===== src/rtl/alu4_pkg.sv =====
// Shared widths, opcodes and recorder state for the 4-bit ALU datapath.
package alu4_pkg;

    localparam int A_W   = 4;
    localparam int OP_W  = 3;
    localparam int RES_W = 4;
    localparam int REC_W = 2 * A_W + OP_W + RES_W;

    localparam logic [OP_W-1:0] OP_ADD = 3'b000;
    localparam logic [OP_W-1:0] OP_SUB = 3'b001;
    localparam logic [OP_W-1:0] OP_AND = 3'b010;
    localparam logic [OP_W-1:0] OP_OR  = 3'b011;
    localparam logic [OP_W-1:0] OP_XOR = 3'b100;
    localparam logic [OP_W-1:0] OP_SHL = 3'b101;
    localparam logic [OP_W-1:0] OP_SHR = 3'b110;
    localparam logic [OP_W-1:0] OP_NOT = 3'b111;

    typedef enum logic [1:0] {
        IDLE    = 2'd0,
        CAPTURE = 2'd1,
        DUMP    = 2'd2
    } state_t;

    // Record layout matches the ALU vector-file word: {a, b, op, result}.
    function automatic logic [REC_W-1:0] pack_record(
        input logic [A_W-1:0]   a,
        input logic [A_W-1:0]   b,
        input logic [OP_W-1:0]  op,
        input logic [RES_W-1:0] result
    );
        return {a, b, op, result};
    endfunction

endpackage


===== src/rtl/alu4_trace_ram.sv =====
// Simple dual-port trace memory: synchronous write, registered read that
// holds its output while re is low so the read stage can stall.
module alu4_trace_ram
    import alu4_pkg::*;
#(
    parameter int DEPTH = 101,
    parameter int AW    = 7
) (
    input  logic             clk,
    input  logic             we,
    input  logic [AW-1:0]    waddr,
    input  logic [REC_W-1:0] wdata,
    input  logic             re,
    input  logic [AW-1:0]    raddr,
    output logic [REC_W-1:0] rdata
);

    localparam int MW = $clog2(DEPTH);

    logic [REC_W-1:0] mem [DEPTH];

    always_ff @(posedge clk) begin
        if (we) begin
            mem[waddr[MW-1:0]] <= wdata;
        end
        if (re) begin
            rdata <= mem[raddr[MW-1:0]];
        end
    end

endmodule


===== src/rtl/alu4_trace_recorder.sv =====
// Capture buffer beside alu4: records valid transactions in arrival order and
// streams them back out over a valid/ready port on request.
module alu4_trace_recorder
    import alu4_pkg::*;
#(
    parameter int DEPTH = 101,
    parameter int AW    = 7
) (
    input  logic             clk,
    input  logic             reset,
    input  logic             start,
    input  logic             stop,
    input  logic             dump,
    input  logic             in_valid,
    input  logic [A_W-1:0]   a,
    input  logic [A_W-1:0]   b,
    input  logic [OP_W-1:0]  op,
    input  logic [RES_W-1:0] result,
    output logic             out_valid,
    input  logic             out_ready,
    output logic [REC_W-1:0] out_data,
    output logic             out_last,
    output logic [AW-1:0]    count,
    output logic             full,
    output logic             overflow,
    output logic             busy,
    output state_t           state
);

    localparam logic [AW-1:0] DEPTH_C = AW'(DEPTH);

    state_t           state_next;
    logic [AW-1:0]    wr_ptr;
    logic [AW-1:0]    rd_ptr;
    logic [AW-1:0]    count_next;
    logic [REC_W-1:0] ram_rdata;
    logic             s1_valid;
    logic             s1_last;
    logic             we;
    logic             re;
    logic             drop;
    logic             take;
    logic             advance;

    // Output handshake: a record transfers on any edge where out_valid and
    // out_ready are both high; while out_valid is high and out_ready low,
    // out_data and out_last are held unchanged.
    assign take    = out_valid && out_ready;
    // Stage 1 is the RAM read register; it moves into the output register
    // whenever that register is empty or being drained this cycle.
    assign advance = s1_valid && (!out_valid || out_ready);

    always_comb begin
        state_next = state;
        case (state)
            IDLE: begin
                if (start) begin
                    state_next = CAPTURE;
                end else if (dump && count != '0) begin
                    state_next = DUMP;
                end
            end
            CAPTURE: begin
                if (start) begin
                    state_next = CAPTURE;
                end else if (stop) begin
                    state_next = IDLE;
                end
            end
            DUMP: begin
                if (start) begin
                    state_next = CAPTURE;
                end else if (take && out_last) begin
                    state_next = IDLE;
                end
            end
            default: state_next = IDLE;
        endcase
    end

    always_comb begin
        we         = (state == CAPTURE) && !start && in_valid && (count != DEPTH_C);
        drop       = (state == CAPTURE) && !start && in_valid && (count == DEPTH_C);
        re         = (state == DUMP) && !start && (rd_ptr != count) && (!s1_valid || advance);
        count_next = count;
        if (start) begin
            count_next = '0;
        end else if (we) begin
            count_next = count + AW'(1);
        end
    end

    always_ff @(posedge clk) begin
        if (!reset) begin
            state <= IDLE;
        end else begin
            state <= state_next;
        end
    end

    always_ff @(posedge clk) begin
        if (!reset) begin
            wr_ptr    <= '0;
            rd_ptr    <= '0;
            count     <= '0;
            full      <= 1'b0;
            busy      <= 1'b0;
            overflow  <= 1'b0;
            s1_valid  <= 1'b0;
            s1_last   <= 1'b0;
            out_valid <= 1'b0;
            out_last  <= 1'b0;
            out_data  <= '0;
        end else begin
            count <= count_next;
            full  <= (count_next == DEPTH_C);
            busy  <= (state_next != IDLE);

            if (start) begin
                wr_ptr   <= '0;
                overflow <= 1'b0;
            end else begin
                if (we) begin
                    wr_ptr <= wr_ptr + AW'(1);
                end
                if (drop) begin
                    overflow <= 1'b1;
                end
            end

            if (state == IDLE && state_next == DUMP) begin
                rd_ptr <= '0;
            end else if (re) begin
                rd_ptr <= rd_ptr + AW'(1);
            end

            if (state != DUMP || start) begin
                s1_valid  <= 1'b0;
                s1_last   <= 1'b0;
                out_valid <= 1'b0;
                out_last  <= 1'b0;
            end else begin
                if (re) begin
                    s1_valid <= 1'b1;
                    s1_last  <= (rd_ptr == count - AW'(1));
                end else if (advance) begin
                    s1_valid <= 1'b0;
                    s1_last  <= 1'b0;
                end
                if (advance) begin
                    out_valid <= 1'b1;
                    out_data  <= ram_rdata;
                    out_last  <= s1_last;
                end else if (take) begin
                    out_valid <= 1'b0;
                    out_last  <= 1'b0;
                end
            end
        end
    end

    alu4_trace_ram #(
        .DEPTH(DEPTH),
        .AW   (AW)
    ) u_ram (
        .clk  (clk),
        .we   (we),
        .waddr(wr_ptr),
        .wdata(pack_record(a, b, op, result)),
        .re   (re),
        .raddr(rd_ptr),
        .rdata(ram_rdata)
    );

endmodule


===== config.mk =====
export PLATFORM = sky130hd
export DESIGN_NAME = alu4_trace_recorder
export DESIGN_NICKNAME = d
export VERILOG_FILES = /design/src/rtl/alu4_pkg.sv /design/src/rtl/alu4_trace_ram.sv /design/src/rtl/alu4_trace_recorder.sv
export SDC_FILE = /design/constraint.sdc
export NUM_CORES = 2
export LEC_CHECK = 0
export ABC_AREA = 1
export CAP_MARGIN = 40
export CORE_MARGIN = 5
export CORE_UTILIZATION = 50
export CTS_BUF_LIST = sky130_fd_sc_hd__clkbuf_8
export DETAILED_ROUTE_END_ITERATION = 8
export HOLD_SLACK_MARGIN = 0.12
export PLACE_DENSITY = 0.66
export SKIP_CTS_REPAIR_TIMING = 1
export SYNTH_ARGS = -nofsm -noshare
export SYNTH_HDL_FRONTEND = slang
export SYNTH_HIERARCHICAL = 1
export SYNTH_SLANG_ARGS = --single-unit

===== constraint.sdc =====
create_clock -name clk -period 10.4 [get_ports clk]
set_input_delay 1.56 -clock clk [delete_from_list [all_inputs] [get_ports clk]]
set_output_delay 1.56 -clock clk [all_outputs]
set_load 0.03 [all_outputs]

# Word-level counts from Yosys, hierarchy flattened
# Memories as Yosys holds them, arrays and structs flattened. A register that Yosys moved wholly into a read port is not among the register bits.
# Index checks and enable logic that the tools add are counted.
[classes]
addsub = 4
n_eq_ne = 9
muxes = 17
bitwise_logic = 2
n_reduce_logical = 27
[ops]
columns = ["operator", "n"]
rows = [
  ["adder 7 x 1 -> 7 bit, second input constant", 3],
  ["== test 7 bit, second input constant", 2],
  ["2-to-1 mux 7 bit", 2],
  ["logical AND 1 bit", 12],
  ["2-to-1 mux 2 bit", 6],
  ["2-to-1 mux 1 bit", 8],
  ["== test 7 bit", 1],
  ["inequality test 7 bit", 1],
  ["inequality test 7 bit, second input constant", 1],
  ["nonzero test 7 bit", 1],
  ["subtractor 7 x 1 -> 7 bit, second input constant", 1],
  ["case mux 2 bit (3 select lines)", 1],
  ["nonzero test 2 bit", 3],
  ["OR reduction 2 bit", 3],
  ["== test 2 bit, second input constant", 2],
  ["logical NOT 1 bit", 3],
  ["logical OR 1 bit", 3],
  ["== test 2 x 1 -> 1 bit, second input constant", 1],
  ["logical NOT 2 bit", 1],
  ["inequality test 2 bit, second input constant", 1],
  ["inverter 1 bit", 2],
  ["AND reduction 2 bit", 1],
]
[word_totals]
regBits = 45
ramBits = 1515
in_bits = 22
wordCells = 72
n_memories = 1
[memory_table]
columns = ["memory", "depth", "width", "read_ports", "rd_clocked_by_memory_dff", "write_ports", "line_no", "text"]
rows = [
  ["u_ram.mem", 101, 15, 1, 1, 1, "alu4_trace_ram.sv:20", "logic [REC_W-1:0] mem [DEPTH];"],
]

# Longest topological paths before layout
[logic_depth]
ltp_word = 8
ltp_mapped = 14
ltp_nobuf = 12

# By module
# Netlist, hierarchy kept.
[by_module_without_submodules]
columns = ["mod", "instances", "cells_each", "area_each_um2", "seq_area_each_um2"]
rows = [
  ["alu4_trace_ram", 1, 5141, 61791.8, 45944.1],
  ["alu4_trace_recorder", 1, 353, 2343.5, 900.9],
]

# Least setup slack after synthesis
# OpenSTA, ideal clock, no wires.
[synth_path]
path_type = "input to register"
start = "in start"
end = "mem u_ram/mem[58][0] (netlist name) (enable)"
arrival_time_ns = 4.046
slack_ns = 5.928
cell_stages = 8
cell_sequence = "inv_2 > nand2_2 > nor2_4 > nand2_2 > inv_2 > clkbuf_1 > nand3_1 > nor4_1"
[synth_between]
elab_chain_len = 6
[synth_lines]
columns = ["element", "line_no", "text"]
rows = [
  ["start: declaration", "alu4_trace_recorder.sv:11", "input logic start,"],
  ["logical NOT 1 bit", "alu4_trace_recorder.sv:82", "we = (state == CAPTURE) && !start && in_valid && (count != DEPTH_C);"],
  ["logical AND 1 bit (3 in a row)", "alu4_trace_recorder.sv:82", ""],
  ["net we", "alu4_trace_recorder.sv:39", "logic we;"],
  ["2-to-1 mux 1 bit", "alu4_trace_ram.sv:23", "if (we) begin"],
  ["2-to-1 mux 1 bit (not written as such)", "alu4_trace_ram.sv:24", "mem[waddr[MW-1:0]] <= wdata;"],
  ["end: declaration", "alu4_trace_ram.sv:20", ""],
]
# The timed path passes the listed nets, and every way through them passes these cells.

# Worst setup path after layout
[layout_path]
start = "reg rd_ptr[0]"
end = "reg u_ram.rdata[6], read port of u_ram.mem (data pin)"
[layout_between]
elab_chain_len = 3
[layout_lines]
columns = ["element", "line_no", "text"]
rows = [
  ["start: declaration", "alu4_trace_recorder.sv:34", "logic [AW-1:0] rd_ptr;"],
  ["start signal: assignment", "alu4_trace_recorder.sv:134", "rd_ptr <= rd_ptr + AW'(1);"],
  ["inequality test 7 bit", "alu4_trace_recorder.sv:84", "re = (state == DUMP) && !start && (rd_ptr != count) && (!s1_valid || advance);"],
  ["logical AND 1 bit (2 in a row)", "alu4_trace_recorder.sv:84", ""],
  ["end: declaration", "alu4_trace_ram.sv:15", "output logic [REC_W-1:0] rdata"],
]
# Parallel ways exist; a longest one is shown, timed or not.
# A chain may end at the register's enable or synchronous reset.

==> run metrics <==
Post-synth top cells nand2_1 (1,867), edfxtp_1 (1,530), nand3_1 (1,303); initial antenna violation count 3; DR pass1 iterations 6; Min-Delay Startpoint u_ram/rdata[7]$_DFFE_PP_; end of the worst hold path out_data[7]$_SDFFE_PN0P_; worst hold path type reg -> reg; Layout area overhead 10.4%; Synth Area in Compound Gates 1.03%; Fill cells 10,500; Synth Area per Inst 11.7 um2; Crit path top cell by count nand2_1; post-layout min period 4.77 ns; Worst path slowest cell dfxtp_4; DIE HEIGHT 368 um; largest cells by area after synthesis edfxtp_1 (72%), nand2_1 (11%), nand3_1 (10%); Initial Util 50.3%; Fin Setup TNS 0 ns; slack of the critical path 5.63 ns; post-synth top area cell edfxtp_1; worst clock skew 0.0522 ns; average vias per placed instance 5.75; critical path capture point type flip-flop; gpl congestion 0.899; Worst R2R Start rd_ptr[0]$_SDFFE_PP0P_; FF-to-FF path depth 15; CP cell instances buf_12, buf_4, buf_4, buf_16, buf_4, nand2_1, nand3_1, nand3_1, nand2_1, nand2_1, nand3_1, nand3_1, nand2_1, nand2_1, nand2_1; sequential cell area fraction in the yosys report 73.0%; WS Path Type reg -> reg; Synth top area share 71.6%; GRT Total Usage 24.8%; CTS tree built; f_max 0.210 GHz; WL final 171,000 um; Wirelength per Cell 22.9 um; H-tree depth 4; IO Port Bufs 50; Max clock buf depth 3; register bit total from synthesis 1,575; Worst Path Arrival 5.58 ns; die width 368 um; die area 0.136 mm2; leakage 25.4 nW; fin. max-slew vios 0; Critical Path Fanout Max 215; Reg clk slew, reported paths 0.06 ns; Worst Max-Slew Pin Slew 1.18 ns; FF/Latch Area 0.0469 mm2; worst rel slew slack 21.1%; Clk Latency, worst-skew pair 0.94 ns; Synth async-reset ratio 0%; remaining antenna violation count 0; power per cell area 165 mW/mm2; clk root buf clkbuf_8; Post-Synth Simple-Gate Area 22.5%; post-synthesis mux area share 0%; pre-CTS setup slack 5.19 ns; clock sink total 1,575; Primary FF master, synth edfxtp_1; Std-Cell Core Area 0.128 mm2; Reg-to-Reg End u_ram/rdata[6]$_DFFE_PP_; CTS buffer count 240; Final Hold Fails 0; fin crit share 45.9%; DR iter-0 viols 5,290; CP Data Required Time 11.21 ns; grt ovf 0; slowest stage delay, CP 0.77 ns; # DRC 0; count leader, synth nand2_1; Max VDD drop 0.0968 mV; Mapped Nets 5,521; R2R setup slack 5.63 ns; run status finished clean; RSZ-0062 raised after global routing false; synthesized area 0.0641 mm2; layout cells sized above 1 8.80%; Detail Placement HPWL 94,600 um; Worst Setup Start Kind flip-flop; Syn Inst Count 5,494; largest family of logic cells by synthesized area simple AND/OR/NAND/NOR gates; FP Rows 131; first-pass GRT wire length 256,000 um; Synth Warn # 6; IO Pins 51; pin count of the biggest net entering global routing 221; EDFF count, synth 1,530; Final #Nets 5,636; Post-Synth XOR/XNOR Area 0.0956%; vias 42,900; post-synthesis cell type count 29; Max Cap Viol 0; Setup Viol. Count Final 0; area of the multi-input gates 0.0153 mm2; Hold Path Cell Cnt 2; vias in the first global route 40,900; Synth Area in Adders 0.0975%
==> placed cells by master (no fill, tap or decap), types with 3 or more instances in the layout <==
cell type        netlist  layout
o221ai_1              15      15
inv_1                 50     148
nand2_2                4       4
o211ai_1              17      17
nand2_1             1867    1867
inv_8                  0       6
clkdlybuf4s50_1        0      35
nor2_1               189     188
inv_6                  0       4
buf_12                 0       9
nor3_1                 6       6
dfxtp_4                0       4
edfxtp_1            1530    1530
clkinvlp_4             0       3
nand3_1             1303    1303
a21oi_1               17      17
o21ai_0               55      55
clkinv_2               0      28
buf_6                  9       3
buf_8                  0       4
buf_16                 0      10
inv_2                 11       8
nor2_4                 3       3
ha_1                   5       5
dfxtp_1               45      40
nor4_2                 0       5
clkbuf_8               0     244
xor2_1                 7       7
nand4_1                7       7
clkinv_1               0      56
buf_4                 57     159
nor2_2                 5       6
==> power breakdown <==
group	total [mW]	leakage, nW	switching, mW	internal, mW
Combinational	0.160	8.77	0.142	0.0185
Clock	4.58	2.55	2.37	2.21
Sequential	6.96	14.1	0.00182	6.96
==> metrics by stage <==
step	hold slack (ns)	utilization, %	total power, mW	std cells	cell area, um2
2_1_floorplan	0.447	-	7.11	5494	64100
3_3_place_gp	0.475	51.8	7.25	7003	66100
3_5_place_dp	0.481	52.2	7.25	7027	66500
4_1_cts	0.491	55.5	11.8	7468	70800
5_1_grt	0.509	55.5	12.1	7471	70800
6_report	0.492	55.5	11.7	7471	70800
==> worst max-delay path, delay by kind of cell, from the launching register on <==
family | cells | cell delay [ns]
buffers and inverters | 5 | 2.64
flip-flops | 1 | 0.77
AND/OR/NAND/NOR | 10 | 0.96
==> registers in the layout (all words and copies together), names as in the netlist, 2 cells and up <==
signal / count
u_ram/rdata: 15
out_data: 15
rd_ptr: 7
count: 7
state: 2
wr_ptr: 7
u_ram/mem: 1515
==> metal layers <==
layer / up-vias / routed length [um] / global-route usage (%)
met5: - / 7 / 0
met4: 2 / 5350 / 8.66
met3: 315 / 16300 / 4.96
met2: 2123 / 79200 / 39.0
met1: 20900 / 70300 / 35.0
li1: 19600 / - / -
==> worst max path at each step <==
stage                                start                         end
floorplan                            start  u_ram/mem[58][0]$_DFFE_PP_
global placement                     start  u_ram/mem[96][7]$_DFFE_PP_
detailed placement                   start  u_ram/mem[6][13]$_DFFE_PP_
CTS                 rd_ptr[0]$_SDFFE_PP0P_    u_ram/rdata[4]$_DFFE_PP_
global route        rd_ptr[0]$_SDFFE_PP0P_    u_ram/rdata[6]$_DFFE_PP_
finish              rd_ptr[0]$_SDFFE_PP0P_    u_ram/rdata[6]$_DFFE_PP_
==> logic make-up after synthesis <==
group                      Yosys count
DFF                               1575
xor gates and xnor gates             7
and+or+nand+nor                   3391
buffers and inverters              408
adders and majority gates            5
AOI/OAI and AO/OA                  108
==> final cells by class <==
cell class / instances / area share [%]
sequential: 1575 / 66.2
multi-input combinational: 3511 / 21.6
timing repair buffer: 220 / 2.96
clock buffer: 244 / 4.74
inverter: 61 / 0.357
antenna: 1 / 0.00353
tap: 1662 / 2.94
clock inverter: 197 / 1.27
No activity file was read; power rests on OpenSTA's default activity.
